## src/rtl/div_result_bcd.sv

```systemverilog
// Captures the divider quotient or remainder on a rising ready level and converts it to packed BCD,
// one bit per clock. Optional DIV_RESULT_SEG7_EN adds an active-low seven-segment output.
module div_result_bcd #(
    parameter int DW = 16,
    parameter int ND = 5
) (
    input  logic            clk,
    input  logic            rst,
    input  logic            ready_in,
    input  logic [DW-1:0]   result_in,
    input  logic [DW-1:0]   remainder_in,
    input  logic            sel_rem,
    output logic            busy,
    output logic            done,
    output logic [4*ND-1:0] bcd_out
`ifdef DIV_RESULT_SEG7_EN
    ,
    output logic [7*ND-1:0] seg_out
`endif
);

    localparam int AW = 4 * ND;
    localparam int CW = (DW > 1) ? $clog2(DW) : 1;

    typedef enum logic [1:0] {IDLE, LOAD, SHIFT, DONE} state_t;

    state_t          state;
    logic            ready_q;
    logic            start_evt;
    logic [DW-1:0]   bin_q;
    logic [AW-1:0]   acc_q;
    logic [AW-1:0]   acc_adj;
    logic [CW-1:0]   cnt_q;

    assign start_evt = ready_in & ~ready_q;

    always_comb begin
        // NOTE: default first so every path assigns acc_adj and no latch is inferred.
        acc_adj = acc_q;
        for (int d = 0; d < ND; d++) begin
            if (acc_q[4*d +: 4] >= 4'd5)
                acc_adj[4*d +: 4] = acc_q[4*d +: 4] + 4'd3;
        end
    end

`ifdef DIV_RESULT_SEG7_EN
    // Segment order {g,f,e,d,c,b,a}, low = lit; non-decimal codes blank the digit.
    function automatic logic [6:0] seg7(input logic [3:0] digit);
        case (digit)
            4'd0:    seg7 = 7'h40;
            4'd1:    seg7 = 7'h79;
            4'd2:    seg7 = 7'h24;
            4'd3:    seg7 = 7'h30;
            4'd4:    seg7 = 7'h19;
            4'd5:    seg7 = 7'h12;
            4'd6:    seg7 = 7'h02;
            4'd7:    seg7 = 7'h78;
            4'd8:    seg7 = 7'h00;
            4'd9:    seg7 = 7'h10;
            default: seg7 = 7'h7F;
        endcase
    endfunction
`endif

    // NOTE: all state uses non-blocking assignments so every flop samples pre-edge values.
    always_ff @(posedge clk or posedge rst) begin
        if (rst) begin
            state   <= IDLE;
            ready_q <= 1'b0;
            bin_q   <= '0;
            acc_q   <= '0;
            cnt_q   <= '0;
            busy    <= 1'b0;
            done    <= 1'b0;
            bcd_out <= '0;
`ifdef DIV_RESULT_SEG7_EN
            seg_out <= '1;
`endif
        end else begin
            ready_q <= ready_in;
            done    <= 1'b0;
            case (state)
                IDLE: begin
                    if (start_evt)
                        state <= LOAD;
                end
                LOAD: begin
                    bin_q <= sel_rem ? remainder_in : result_in;
                    acc_q <= '0;
                    cnt_q <= '0;
                    busy  <= 1'b1;
                    state <= SHIFT;
                end
                SHIFT: begin
                    // Overflow out of the top digit is dropped by the shift.
                    {acc_q, bin_q} <= {acc_adj, bin_q} << 1;
                    cnt_q <= cnt_q + CW'(1);
                    if (cnt_q == CW'(DW - 1))
                        state <= DONE;
                end
                DONE: begin
                    bcd_out <= acc_q;
`ifdef DIV_RESULT_SEG7_EN
                    for (int d = 0; d < ND; d++)
                        seg_out[7*d +: 7] <= seg7(acc_q[4*d +: 4]);
`endif
                    done  <= 1'b1;
                    busy  <= 1'b0;
                    state <= IDLE;
                end
                default: state <= IDLE;
            endcase
        end
    end

endmodule

```

## config.mk

```make
export PLATFORM = sky130hd
export DESIGN_NAME = div_result_bcd
export DESIGN_NICKNAME = d
export VERILOG_FILES = /design/src/rtl/div_result_bcd.sv
export SDC_FILE = /design/constraint.sdc
export NUM_CORES = 1
export LEC_CHECK = 0
export CAP_MARGIN = 0
export CORE_ASPECT_RATIO = 0.6
export CORE_MARGIN = 5
export CORE_UTILIZATION = 55
export CTS_BUF_LIST = sky130_fd_sc_hd__clkbuf_8 sky130_fd_sc_hd__clkbuf_16
export DETAILED_ROUTE_END_ITERATION = 7
export HOLD_SLACK_MARGIN = 0.12
export PLACE_DENSITY = 0.83
export REMOVE_ABC_BUFFERS = 1
export SLEW_MARGIN = 20
export SYNTH_ARGS = -nofsm -noshare
export SYNTH_HDL_FRONTEND = slang
export SYNTH_SLANG_ARGS = --single-unit
```

## constraint.sdc

```tcl
create_clock -name clk -period 6.6 [get_ports clk]
set_input_delay 1.98 -clock clk [delete_from_list [all_inputs] [get_ports clk]]
set_output_delay 1.98 -clock clk [all_outputs]
set_load 0.05 [all_outputs]
```

==> results of run 1 <==
[tightest hold or removal path, cell delays in order (launching register included)]
cell                      delay [ns]
sky130_fd_sc_hd__dfrtp_1        0.34
sky130_fd_sc_hd__nand2_1        0.05
sky130_fd_sc_hd__o21ai_0        0.06
[final cells by class]
type | count | area (sq um) | share of cell area (%)
clock buffers | 11 | 151 | 3.74
repair buffers | 60 | 593 | 14.6
well taps | 80 | 100 | 2.47
multi-input cells | 189 | 1470 | 36.2
inverters | 18 | 67.6 | 1.67
flip-flops and latches | 65 | 1630 | 40.2
clock inverters | 4 | 43.8 | 1.08
[cells in the final DEF (no fill, tap or decap)]
| cell | n |
|---|---|
| sky130_fd_sc_hd__clkbuf_8 | 11 |
| sky130_fd_sc_hd__a22o_1 | 3 |
| sky130_fd_sc_hd__nor2_1 | 2 |
| sky130_fd_sc_hd__o311ai_0 | 3 |
| sky130_fd_sc_hd__nand2_1 | 25 |
| sky130_fd_sc_hd__buf_4 | 3 |
| sky130_fd_sc_hd__inv_1 | 18 |
| sky130_fd_sc_hd__xnor2_1 | 5 |
| sky130_fd_sc_hd__o32ai_1 | 3 |
| sky130_fd_sc_hd__xor2_1 | 3 |
| sky130_fd_sc_hd__clkdlybuf4s50_1 | 57 |
| sky130_fd_sc_hd__nor3b_1 | 5 |
| sky130_fd_sc_hd__nand2_2 | 1 |
| sky130_fd_sc_hd__mux2i_1 | 18 |
| sky130_fd_sc_hd__bufinv_16 | 1 |
| sky130_fd_sc_hd__o22ai_1 | 6 |
| sky130_fd_sc_hd__mux2_2 | 35 |
| sky130_fd_sc_hd__ha_1 | 16 |
| sky130_fd_sc_hd__a21oi_2 | 3 |
| sky130_fd_sc_hd__o32a_1 | 1 |
| sky130_fd_sc_hd__nand2b_1 | 7 |
| sky130_fd_sc_hd__nor3_1 | 2 |
| sky130_fd_sc_hd__o21ai_0 | 15 |
| sky130_fd_sc_hd__and2_1 | 2 |
| sky130_fd_sc_hd__o21ai_1 | 15 |
| sky130_fd_sc_hd__inv_2 | 1 |
| sky130_fd_sc_hd__and3_1 | 1 |
| sky130_fd_sc_hd__nand4_1 | 3 |
| sky130_fd_sc_hd__nand3b_1 | 1 |
| sky130_fd_sc_hd__dfrtp_1 | 65 |
| sky130_fd_sc_hd__a21oi_1 | 6 |
| sky130_fd_sc_hd__a21boi_0 | 1 |
| sky130_fd_sc_hd__clkinv_2 | 2 |
| sky130_fd_sc_hd__o31ai_1 | 1 |
| sky130_fd_sc_hd__nand3_1 | 6 |
[report_power, final]
part / switching (mW) / internal (mW) / leakage, nW
Combinational: 0.335 / 0.248 / 0.848
Clock: 0.146 / 0.190 / 0.106
Sequential: 0.0475 / 0.483 / 0.865
Total: 0.528 / 0.921 / 1.82
[sequential cells by signal (all words and copies together), names as in the netlist]
signal / cells
done: 1
bcd_out: 20
busy: 1
state: 2
bin_q: 16
cnt_q: 4
ready_q: 1
acc_q: 20
[synthesized netlist by cell type, drive strengths merged]
cell type	number	area, sq um
o32ai	3	26.3
nor2	2	7.51
clkbuf	2	7.51
a22o	3	26.3
nand3b	1	7.51
o22ai	6	37.5
xor2	3	26.3
o311ai	3	26.3
mux2	35	394
o32a	1	10.0
nand2	26	100
and2	2	12.5
nand2b	7	43.8
mux2i	18	180
a21boi	1	7.51
o31ai	1	7.51
nand4	3	18.8
inv	18	67.6
buf	14	128
xnor2	5	43.8
nand3	6	30.0
dfrtp	65	1630
a21oi	9	56.3
and3	1	6.26
o21ai	30	150
ha	16	200
nor3b	5	37.5
nor3	2	10.0
[logic make-up (layout without fill, tap and decap cells)]
| group | Yosys count | in the layout | synth area share (%) |
|---|---|---|---|
| flops | 65 | 65 | 49.4 |
| compound gates | 57 | 57 | 10.6 |
| simple gates | 55 | 55 | 8.31 |
| mux | 53 | 53 | 17.4 |
| buf+inv | 34 | 93 | 6.15 |
| fa+ha+maj | 16 | 16 | 6.07 |
| xor+xnor | 8 | 8 | 2.13 |
[per-layer routing]
metal	part of all wire [%]	vias up	global-route usage (%)	wire length [um]
li1	-	1120	-	-
met1	47	1128	23.3	2920
met2	47	51	26.9	2920
met3	5.3	9	7.18	333
met4	1.2	0	5.12	76
met5	0	-	0	0
[worst max path at each step]
stage / slack [ns] / end / start / cells past startpoint
after detailed placement: 2.73 / bin_q[9] / sel_rem / 4
after floorplan: 2.99 / acc_q[0] / rst / 1
after global routing: 2.99 / bin_q[13] / sel_rem / 4
final: 3.11 / bcd_out[6] / bcd_out[6] / 1
after CTS: 3.08 / bcd_out[2] / bcd_out[2] / 1
after global placement: 2.78 / bin_q[15] / sel_rem / 4
[stage by stage]
| stage | power (mW) | worst slack (ns) | hold WS [ns] |
|---|---|---|---|
| after floorplan | 0.949 | 2.99 | 0.446 |
| after global placement | 1.10 | 2.78 | 0.463 |
| final | 1.45 | 3.11 | 0.491 |
| after global routing | 1.54 | 2.99 | 0.516 |
| after CTS | 1.46 | 3.08 | 0.490 |
| after detailed placement | 1.12 | 2.73 | 0.487 |
==> metrics.md, run 1 <==
| Metric | Value |
|---|---|
| Result of the run | finished, final reports clean |
| Synth-to-Final Area Change | 22.9% |
| Reg-to-Reg End | cnt_q[3] |
| Share of synthesized area occupied by flip-flops and latches | approximately half |
| RSZ-0062 raised after global routing | false |
| CP top delay family | buffers and inverters |
| Worst path max stage delay | around 0.81 ns |
| Worst Hold Class | register to register |
| Residual DRC count | 0 |
| Via count of the first global-routing pass | 2302 |
| Relative slew margins | 34.5% |
| Cell type of the slowest stage on the worst timing path | sky130_fd_sc_hd__clkdlybuf4s50_1 |
| Overall routed net length | around 6.3 mm |
| Setup violation total in the final timing report | 0 |
| Clock transition at the registers of the reported paths | 0.07 ns |
| Gate Count Post-Synth | between 200 and 300 |
| Power per cell area | 358 nW/um^2 |
| Max Clock Skew | 0.00616 ns |
| Final hold vios | 0 |
| Clk root buf | sky130_fd_sc_hd__clkbuf_8 |
| WP data required | 4.62 ns |
| Dpl cell area | about 3900 sq um |
| Number of storage elements in the synthesis netlist | 65 |
| Residual antenna-violating net count after detailed routing | 0 |
| Buf+Inv Stages, Crit Path | 1 |
| Measured slew at the worst slew-check pin | between 0.9 and 1 ns |
| Number of antenna violations at the first check in global routing | 0 |
| Initial detailed-routing violation count | 106 |
| Type of origin of the critical path | register |
| Path type of the worst setup path | register to primary output |
| Hold Path End | acc_q[0] |
| Arrival time at the worst endpoint | approximately 1.5 ns |
| Remaining Overflow, GRT | 0 |
| Final non-filler cell total | between 400 and 500 |
| Final critical delay including setup and external delays | approximately 3.5 ns |
| Worst Setup End Kind | primary output |
| Hpwl dp | between 4 and 5 mm |
| Clock tree from TritonCTS | yes |
| Overall via count from detail_route | 2308 |
| Ordered cell list for the critical path | clkdlybuf4s50_1 |
| Max FO, Critical Path | 2 |
| Wire length of the first global-routing pass | about 11 mm |
| Clk sinks | 65 |
| Vert. Die Dim | between 60 and 70 um |
| Slack of the worst reg-to-reg path | between 4 and 5 ns |
| Core area | between 5000 and 6000 sq um |
| Worst Reg2Reg Path Length in Cells | 7 |
| Count of distinct cell types in the synthesized netlist | 35 |
| Slew Limit Fails | 0 |
| Count of fill cells added during filler insertion | approximately 430 |
| Deepest level of the CTS H-tree | 3 |
| Number of nets in the layout | 395 |
| Share of post-route cells with drive strength above 1 | 16.4% |
| Clock buffer depth | 2 |
| Cell area after synthesis | roughly 3300 sq um |
| Number of setup buffers added after CTS | 0 |
| Source of the worst hold timing path | bin_q[15] |
| Maximum number of pins on one net before global-route repair | 66 |
| Routed length per placed instance | around 15 um |
| Setup TNS | 0 ns |
| Effective utilization at floorplan | between 50 and 60% |
| Placed cell count | 412 |
| Worst IR Drop VDD | ~260 uV |
| Post-cts resize count | 0 |
| Via count normalized by instance count | 5.41 |
| Syn_area_per_cell | approximately 11 sq um |
| Count of maximum capacitance violations | 0 |
| Number of ports placed on the die boundary | 58 |
| Finished Cell Area | 4050 sq um |
| Clock buffer count from CTS | 9 |
| Cell Rows | 21 |
| Beginning of the worst register-to-register path | state[0] |
| Area of the die | roughly 7700 sq um |
| Overall global routing resource usage | around 18% |
| Number of warnings printed during yosys synthesis | 0 |
| Final core utilization | 71.0% |
| Achievable clock frequency | 286 MHz |
| Cts hold-fix bufs | 0 |
| P_leak | 1.82 nW |
| Weighted congestion reported at the end of routability-driven placement | between 0.7 and 0.8 |
| Insertion delay of the later-clocked pin in the worst-skew pair | around 0.34 ns |
| Post-route clock period utilization | ~53% |
| Worst hold path depth | 2 |
| Initial DRT Pass Iterations | 4 |
| Number of antenna repair diodes | 0 |
| Number of I/O port buffers | 57 |
| Horizontal die dimension | between 100 and 150 um |
No activity file was read; power rests on OpenSTA's default activity.
==> run 2, diff against run 1 <==
--- a/config.mk
+++ b/config.mk
@@ -8,11 +8,11 @@
 export CAP_MARGIN = 0
 export CORE_ASPECT_RATIO = 0.6
 export CORE_MARGIN = 5
-export CORE_UTILIZATION = 55
+export CORE_UTILIZATION = 48
 export CTS_BUF_LIST = sky130_fd_sc_hd__clkbuf_8 sky130_fd_sc_hd__clkbuf_16
 export DETAILED_ROUTE_END_ITERATION = 7
 export HOLD_SLACK_MARGIN = 0.12
-export PLACE_DENSITY = 0.83
+export PLACE_DENSITY = 0.77
 export REMOVE_ABC_BUFFERS = 1
 export SLEW_MARGIN = 20
 export SYNTH_ARGS = -nofsm -noshare
==> constraint.sdc (replaced) <==
create_clock -name clk -period 3.13 [get_ports clk]
set_input_delay 0.939 -clock clk [delete_from_list [all_inputs] [get_ports clk]]
set_output_delay 0.939 -clock clk [all_outputs]
set_load 0.05 [all_outputs]
==> metrics.md, run 2 (synthesis results as in run 1) <==
| Metric | Value |
|---|---|
| Result of the run | finished, final reports clean |
| Maximum number of pins on one net before global-route repair | 46 (-30%) |
| Remaining Overflow, GRT | 0 (unchanged) |
| Core area | 6680 sq um (+17%) |
| Slew Limit Fails | 0 (unchanged) |
| Final non-filler cell total | 436 (+2.1%) |
| Weighted congestion reported at the end of routability-driven placement | 0.833 (+7.4%) |
| Worst IR Drop VDD | 430 uV (+65%) |
| Vert. Die Dim | 74.2 um (+6.0%) |
| Largest regs | acc_q x20, bcd_out x20, bin_q x16 |
| Number of nets in the layout | 397 (+0.51%) |
| Clock tree from TritonCTS | yes |
| Overall power | 3.29 mW (+130%) |
| Worst path max stage delay | 0.82 ns (about the same) |
| Area used by sequential logic in the layout | 1630 sq um (unchanged) |
| Power per cell area | 789 nW/um^2 (+120%) |
| RSZ-0062 raised after global routing | false |
| Count of fill cells added during filler insertion | 556 (+28%) |
| Initial detailed-routing violation count | 103 (-2.8%) |
| Count of maximum capacitance violations | 0 (unchanged) |
| Via count of the first global-routing pass | 2488 (+8.1%) |
| Total stage count of the critical path | 1 (unchanged) |
| Setup violation total in the final timing report | 0 (unchanged) |
| Number of I/O port buffers | 57 (unchanged) |
| Number of ports placed on the die boundary | 58 (unchanged) |
| Most common cell after layout, fill and taps aside | sky130_fd_sc_hd__dfrtp_1 |
| Clock buffer depth | 2 (unchanged) |
| CP top delay family | buffers and inverters |
| Number of antenna violations at the first check in global routing | 0 (unchanged) |
| Achievable clock frequency | 412 MHz |
| Measured slew at the worst slew-check pin | 0.512 ns (-0.471 ns) |
| Relative slew margins | 65.8% (+31 points) |
| Worst Hold Class | register to register |
| Synth-to-Final Area Change | 26.5% |
| Horizontal die dimension | 117 um (+6.4%) |
| Effective utilization at floorplan | 49.4% (-8.4 points) |
| Residual DRC count | 0 (unchanged) |
| Clk sinks | 65 (unchanged) |
| Routed length per placed instance | 14.9 um (+2.0%) |
| P_leak | 1.88 nW (+3.1%) |
| Arrival time at the worst endpoint | 1.49 ns (-0.02 ns) |
| Wire length of the first global-routing pass | 11.5 mm (+7.1%) |
| Worst Setup End Kind | primary output |
| Overall via count from detail_route | 2288 (-0.87%) |
| Post-route clock period utilization | just under 80% |
| Path type of the worst setup path | register to primary output |
| Overall global routing resource usage | 17.2% (-0.52 points) |
| Slack of the worst reg-to-reg path | 1.18 ns (-3.04 ns) |
| Clock buffer count from CTS | 9 (unchanged) |
| Overall routed net length | 6.51 mm (+4.2%) |
| Clk root buf | sky130_fd_sc_hd__clkbuf_16 |
| Worst Reg2Reg Path Length in Cells | 6 (-1) |
| Final critical delay including setup and external delays | 2.43 ns |
| Hpwl dp | 4.62 mm (+9.5%) |
| WP data required | 2.19 ns (-2.43 ns) |
| Placed cell count | 421 (+2.2%) |
| Worst hold path depth | 2 (unchanged) |
| Cell type of the slowest stage on the worst timing path | sky130_fd_sc_hd__clkdlybuf4s50_1 |
| Final core utilization | 62.4% (-8.6 points) |
| Max FO, Critical Path | 2 (unchanged) |
| Share of post-route cells with drive strength above 1 | 16.6% (+0.19 points) |
| Via count normalized by instance count | 5.25 (-2.9%) |
| Cell Rows | 23 (+9.5%) |
| Number of antenna repair diodes | 0 (unchanged) |
| Cts hold-fix bufs | 0 (unchanged) |
| Leading cell types in the layout, fill and taps excluded | 65 x sky130_fd_sc_hd__dfrtp_1, 57 x sky130_fd_sc_hd__clkdlybuf4s50_1, 35 x sky130_fd_sc_hd__mux2_2, 25 x sky130_fd_sc_hd__nand2_1, 19 x sky130_fd_sc_hd__inv_1 |
| Max Clock Skew | 0.00565 ns (-0.000512 ns) |
| Type of origin of the critical path | register |
| Initial DRT Pass Iterations | 4 (unchanged) |
| Residual antenna-violating net count after detailed routing | 0 (unchanged) |
| Number of setup buffers added after CTS | 0 (unchanged) |
| Clock transition at the registers of the reported paths | 0.05 ns (-0.02 ns) |
| Total area of multi-input combinational cells | 1470 sq um (unchanged) |
| Final hold vios | 0 (unchanged) |
| Setup TNS | 0 ns (unchanged) |
| Area of the die | 8680 sq um (+13%) |
| Buf+Inv Stages, Crit Path | 1 (unchanged) |
| Deepest level of the CTS H-tree | 3 (unchanged) |
| Ordered cell list for the critical path | clkdlybuf4s50_1 |
| Insertion delay of the later-clocked pin in the worst-skew pair | 0.33 ns (about the same) |
| Post-cts resize count | 0 (unchanged) |
==> run 2: worst paths after layout <==
path,to,start
max,bcd_out[10],bcd_out[10]
min,bin_q[0],bin_q[0]
max reg2reg,acc_q[15],state[0]
min reg2reg,bin_q[0],bin_q[0]
max in group asynchronous,bcd_out[15],rst
min in group asynchronous,bcd_out[0],rst
==> run 2: tightest hold or removal path, stage by stage (launching register included) <==
cell and delay (ns):
sky130_fd_sc_hd__dfrtp_1 0.34, sky130_fd_sc_hd__nand2_1 0.05, sky130_fd_sc_hd__o31ai_1 0.05
==> run 2: final cells by class <==
| cell class | instances | area share [%] |
|---|---|---|
| inverters | 18 | 1.62 |
| repair buffers | 62 | 14.9 |
| well taps | 87 | 2.61 |
| clock inverters | 6 | 1.26 |
| multi-input cells | 189 | 35.2 |
| flip-flops and latches | 65 | 39.0 |
| clock buffers | 9 | 5.40 |
==> run 2: report_power, final <==
group | total [mW] | switching, mW | leakage (nW) | internal (mW)
Clock | 0.930 | 0.330 | 0.147 | 0.600
Combinational | 1.24 | 0.712 | 0.863 | 0.527
Sequential | 1.12 | 0.101 | 0.865 | 1.02
==> run 2: metrics by stage <==
stage	setup slack [ns]	hold WS, ns	cell area, sq um
after floorplan	0.565	0.446	3160
after global placement	0.734	0.464	3890
after detailed placement	0.743	0.475	3890
after CTS	0.674	0.486	4170
after global routing	0.654	0.514	4170
final	0.703	0.482	4170
==> run 2: per-layer routing <==
layer  GRT usage (%)  part of all wire [%]  vias to the layer above  routed length (um)
met3            5.53                   4.4                       10                 284
met4            6.36                   1.3                        0                  87
li1                -                     -                     1127                   -
met1            22.0                    48                     1109                3130
met5               0                     0                        -                   0
met2            27.7                    46                       42                3010
==> run 3, diff against run 2 <==
--- a/config.mk
+++ b/config.mk
@@ -8,11 +8,11 @@
 export CAP_MARGIN = 0
 export CORE_ASPECT_RATIO = 0.6
 export CORE_MARGIN = 5
-export CORE_UTILIZATION = 48
+export CORE_UTILIZATION = 53
 export CTS_BUF_LIST = sky130_fd_sc_hd__clkbuf_8 sky130_fd_sc_hd__clkbuf_16
 export DETAILED_ROUTE_END_ITERATION = 7
 export HOLD_SLACK_MARGIN = 0.12
-export PLACE_DENSITY = 0.77
+export PLACE_DENSITY = 0.8
 export REMOVE_ABC_BUFFERS = 1
 export SLEW_MARGIN = 20
 export SYNTH_ARGS = -nofsm -noshare
==> constraint.sdc (replaced) <==
create_clock -name clk -period 2.29 [get_ports clk]
set_input_delay 0.687 -clock clk [delete_from_list [all_inputs] [get_ports clk]]
set_output_delay 0.687 -clock clk [all_outputs]
set_load 0.05 [all_outputs]
==> metrics.md, run 3 (synthesis results as in run 1) <==
| Metric | Value |
|---|---|
| Initial detailed-routing violation count | 96 (-6.8%) |
| Initial DRT Pass Iterations | 4 (unchanged) |
| Worst Setup End Kind | primary output |
| Synth-to-Final Area Change | 25.4% |
| Setup violation total in the final timing report | 0 (unchanged) |
| Via count of the first global-routing pass | 2346 (-5.7%) |
| Share of post-route cells with drive strength above 1 | 18.1% (+1.5 points) |
| Number of nets in the layout | 401 (+1.0%) |
| Net switching power of the design | 1.54 mW (+35%) |
| Achievable clock frequency | 452 MHz |
| Max Clock Skew | 0.00686 ns (+0.00121 ns) |
| Cell Rows | 22 (-4.3%) |
| Count of maximum capacitance violations | 0 (unchanged) |
| Number of setup buffers added after CTS | 0 (unchanged) |
| Residual DRC count | 0 (unchanged) |
| Clock buffer count from CTS | 9 (unchanged) |
| Relative slew margins | 65.5% (-0.25 points) |
| Final critical delay including setup and external delays | approximately 2.2 ns |
| Cts hold-fix bufs | 0 (unchanged) |
| Routed length per placed instance | 14.5 um (-2.8%) |
| Wire length of the first global-routing pass | 10.9 mm (-4.8%) |
| Cell type of the slowest stage on the worst timing path | sky130_fd_sc_hd__clkdlybuf4s50_1 |
| CP top delay family | buffers and inverters |
| Max FO, Critical Path | 2 (unchanged) |
| WP data required | 1.60 ns (-0.59 ns) |
| Via count normalized by instance count | 5.33 (+1.6%) |
| Total internal power | 2.65 mW (+24%) |
| Relative contribution of sequential cells to total power | 36.4% (+2.3 points) |
| Number of I/O port buffers | 57 (unchanged) |
| Overall global routing resource usage | 17.3% (+0.062 points) |
| Path type of the worst setup path | register to primary output |
| Overall via count from detail_route | 2336 (+2.1%) |
| Clock buffer depth | 2 (unchanged) |
| Core area | 6080 sq um (-8.9%) |
| Worst path max stage delay | 0.81 ns (about the same) |
| Measured slew at the worst slew-check pin | 0.516 ns (+0.00377 ns) |
| Placed cell count | 422 (+0.24%) |
| Result of the run | finished, final reports clean |
| Maximum number of pins on one net before global-route repair | 32 (-30%) |
| Worst Hold Class | register to register |
| Post-cts resize count | 0 (unchanged) |
| Final non-filler cell total | 438 (+0.46%) |
| Setup TNS | 0 ns (unchanged) |
| Clk sinks | 65 (unchanged) |
| Effective utilization at floorplan | 54.2% (+4.8 points) |
| Clk root buf | sky130_fd_sc_hd__clkbuf_8 |
| Post-route clock period utilization | a little over nine tenths |
| Type of origin of the critical path | register |
| Combinational Power Share | 41.5% (+3.9 points) |
| Most common cell after layout, fill and taps aside | sky130_fd_sc_hd__dfrtp_1 |
| Final hold vios | 0 (unchanged) |
| Slew Limit Fails | 0 (unchanged) |
| Number of ports placed on the die boundary | 58 (unchanged) |
| Ordered cell list for the critical path | clkdlybuf4s50_1 |
| Sw Share | 36.8% (+2.0 points) |
| Insertion delay of the later-clocked pin in the worst-skew pair | 0.34 ns (about the same) |
| Clock tree from TritonCTS | yes |
| Hpwl dp | 4.70 mm (+1.8%) |
| Worst IR Drop VDD | 829 uV (+93%) |
| Number of antenna repair diodes | 0 (unchanged) |
| Number of antenna violations at the first check in global routing | 0 (unchanged) |
| P_leak | 1.86 nW (-0.65%) |
| Clock transition at the registers of the reported paths | 0.07 ns (+0.02 ns) |
| Proportion of power drawn by the clock network | 22.1% (-6.2 points) |
| Leading cell types in the layout, fill and taps excluded | 65 x sky130_fd_sc_hd__dfrtp_1, 57 x sky130_fd_sc_hd__clkdlybuf4s50_1, 35 x sky130_fd_sc_hd__mux2_2, 25 x sky130_fd_sc_hd__nand2_1 |
| Count of fill cells added during filler insertion | 474 (-15%) |
| Overall routed net length | 6.36 mm (-2.3%) |
| RSZ-0062 raised after global routing | false |
| Buf+Inv Stages, Crit Path | 1 (unchanged) |
| Vert. Die Dim | 71.1 um (-4.2%) |
| Deepest level of the CTS H-tree | 3 (unchanged) |
| Remaining Overflow, GRT | 0 (unchanged) |
| Power per cell area | 1020 nW/um^2 (+29%) |
| Arrival time at the worst endpoint | 1.53 ns (+0.04 ns) |
| Area of the die | 7950 sq um (-8.4%) |
| Largest regs | acc_q x20, bcd_out x20, bin_q x16 |
| Weighted congestion reported at the end of routability-driven placement | 0.764 (-8.3%) |
| Residual antenna-violating net count after detailed routing | 0 (unchanged) |
| Horizontal die dimension | 112 um (-4.4%) |
[run 3: cell type report]
cell class                 instances  area (sq um)  share of cell area [%]
timing repair buffer              66           676                    16.3
clock inverter                     3          13.8                   0.333
tap                               84           105                    2.54
clock buffer                      13           179                    4.33
inverter                          18          67.6                    1.63
sequential                        65          1630                    39.3
multi-input combinational        189          1470                    35.5
[run 3: worst paths after layout]
check	start	to	slack, ns	cells past startpoint
setup / recovery	bcd_out[11]	bcd_out[11]	0.08	1
hold reg to reg	bin_q[15]	acc_q[0]	0.48	2
min in group asynchronous	rst	bcd_out[3]	0.65	2
setup reg to reg	state[0]	acc_q[2]	0.38	5
hold / removal	bin_q[15]	acc_q[0]	0.48	2
max in group asynchronous	rst	bcd_out[7]	1.17	3
[run 3: layer usage]
metal	part of all wire, %	vias up	GRT usage (%)
met5	0	-	0
met4	1.4	0	6.07
met2	46	55	27.0
met1	46	1140	22.3
met3	5.7	10	6.32
li1	-	1131	-
[run 3: power groups by stage]
stage               clock network [mW]  registers, mW  logic (mW)
global placement                     0           1.54        1.70
global route                      1.00           1.56        1.90
finish                           0.927           1.53        1.74
CTS                              0.945           1.53        1.75
floorplan                            0           1.64        1.09
detailed placement                   0           1.55        1.75
[run 3: stage by stage]
step / utilization, % / power (mW) / area (sq um) / hold WS [ns] / worst slack, ns
6_report: 68.0 / 4.20 / 4130 / 0.481 / 0.0766
3_5_place_dp: 64.8 / 3.30 / 3940 / 0.474 / 0.191
3_3_place_gp: 64.8 / 3.24 / 3940 / 0.463 / 0.256
4_1_cts: 68.0 / 4.23 / 4130 / 0.490 / 0.0589
5_1_grt: 68.0 / 4.46 / 4130 / 0.506 / 0.0319
2_1_floorplan: - / 2.74 / 3160 / 0.446 / -0.0235
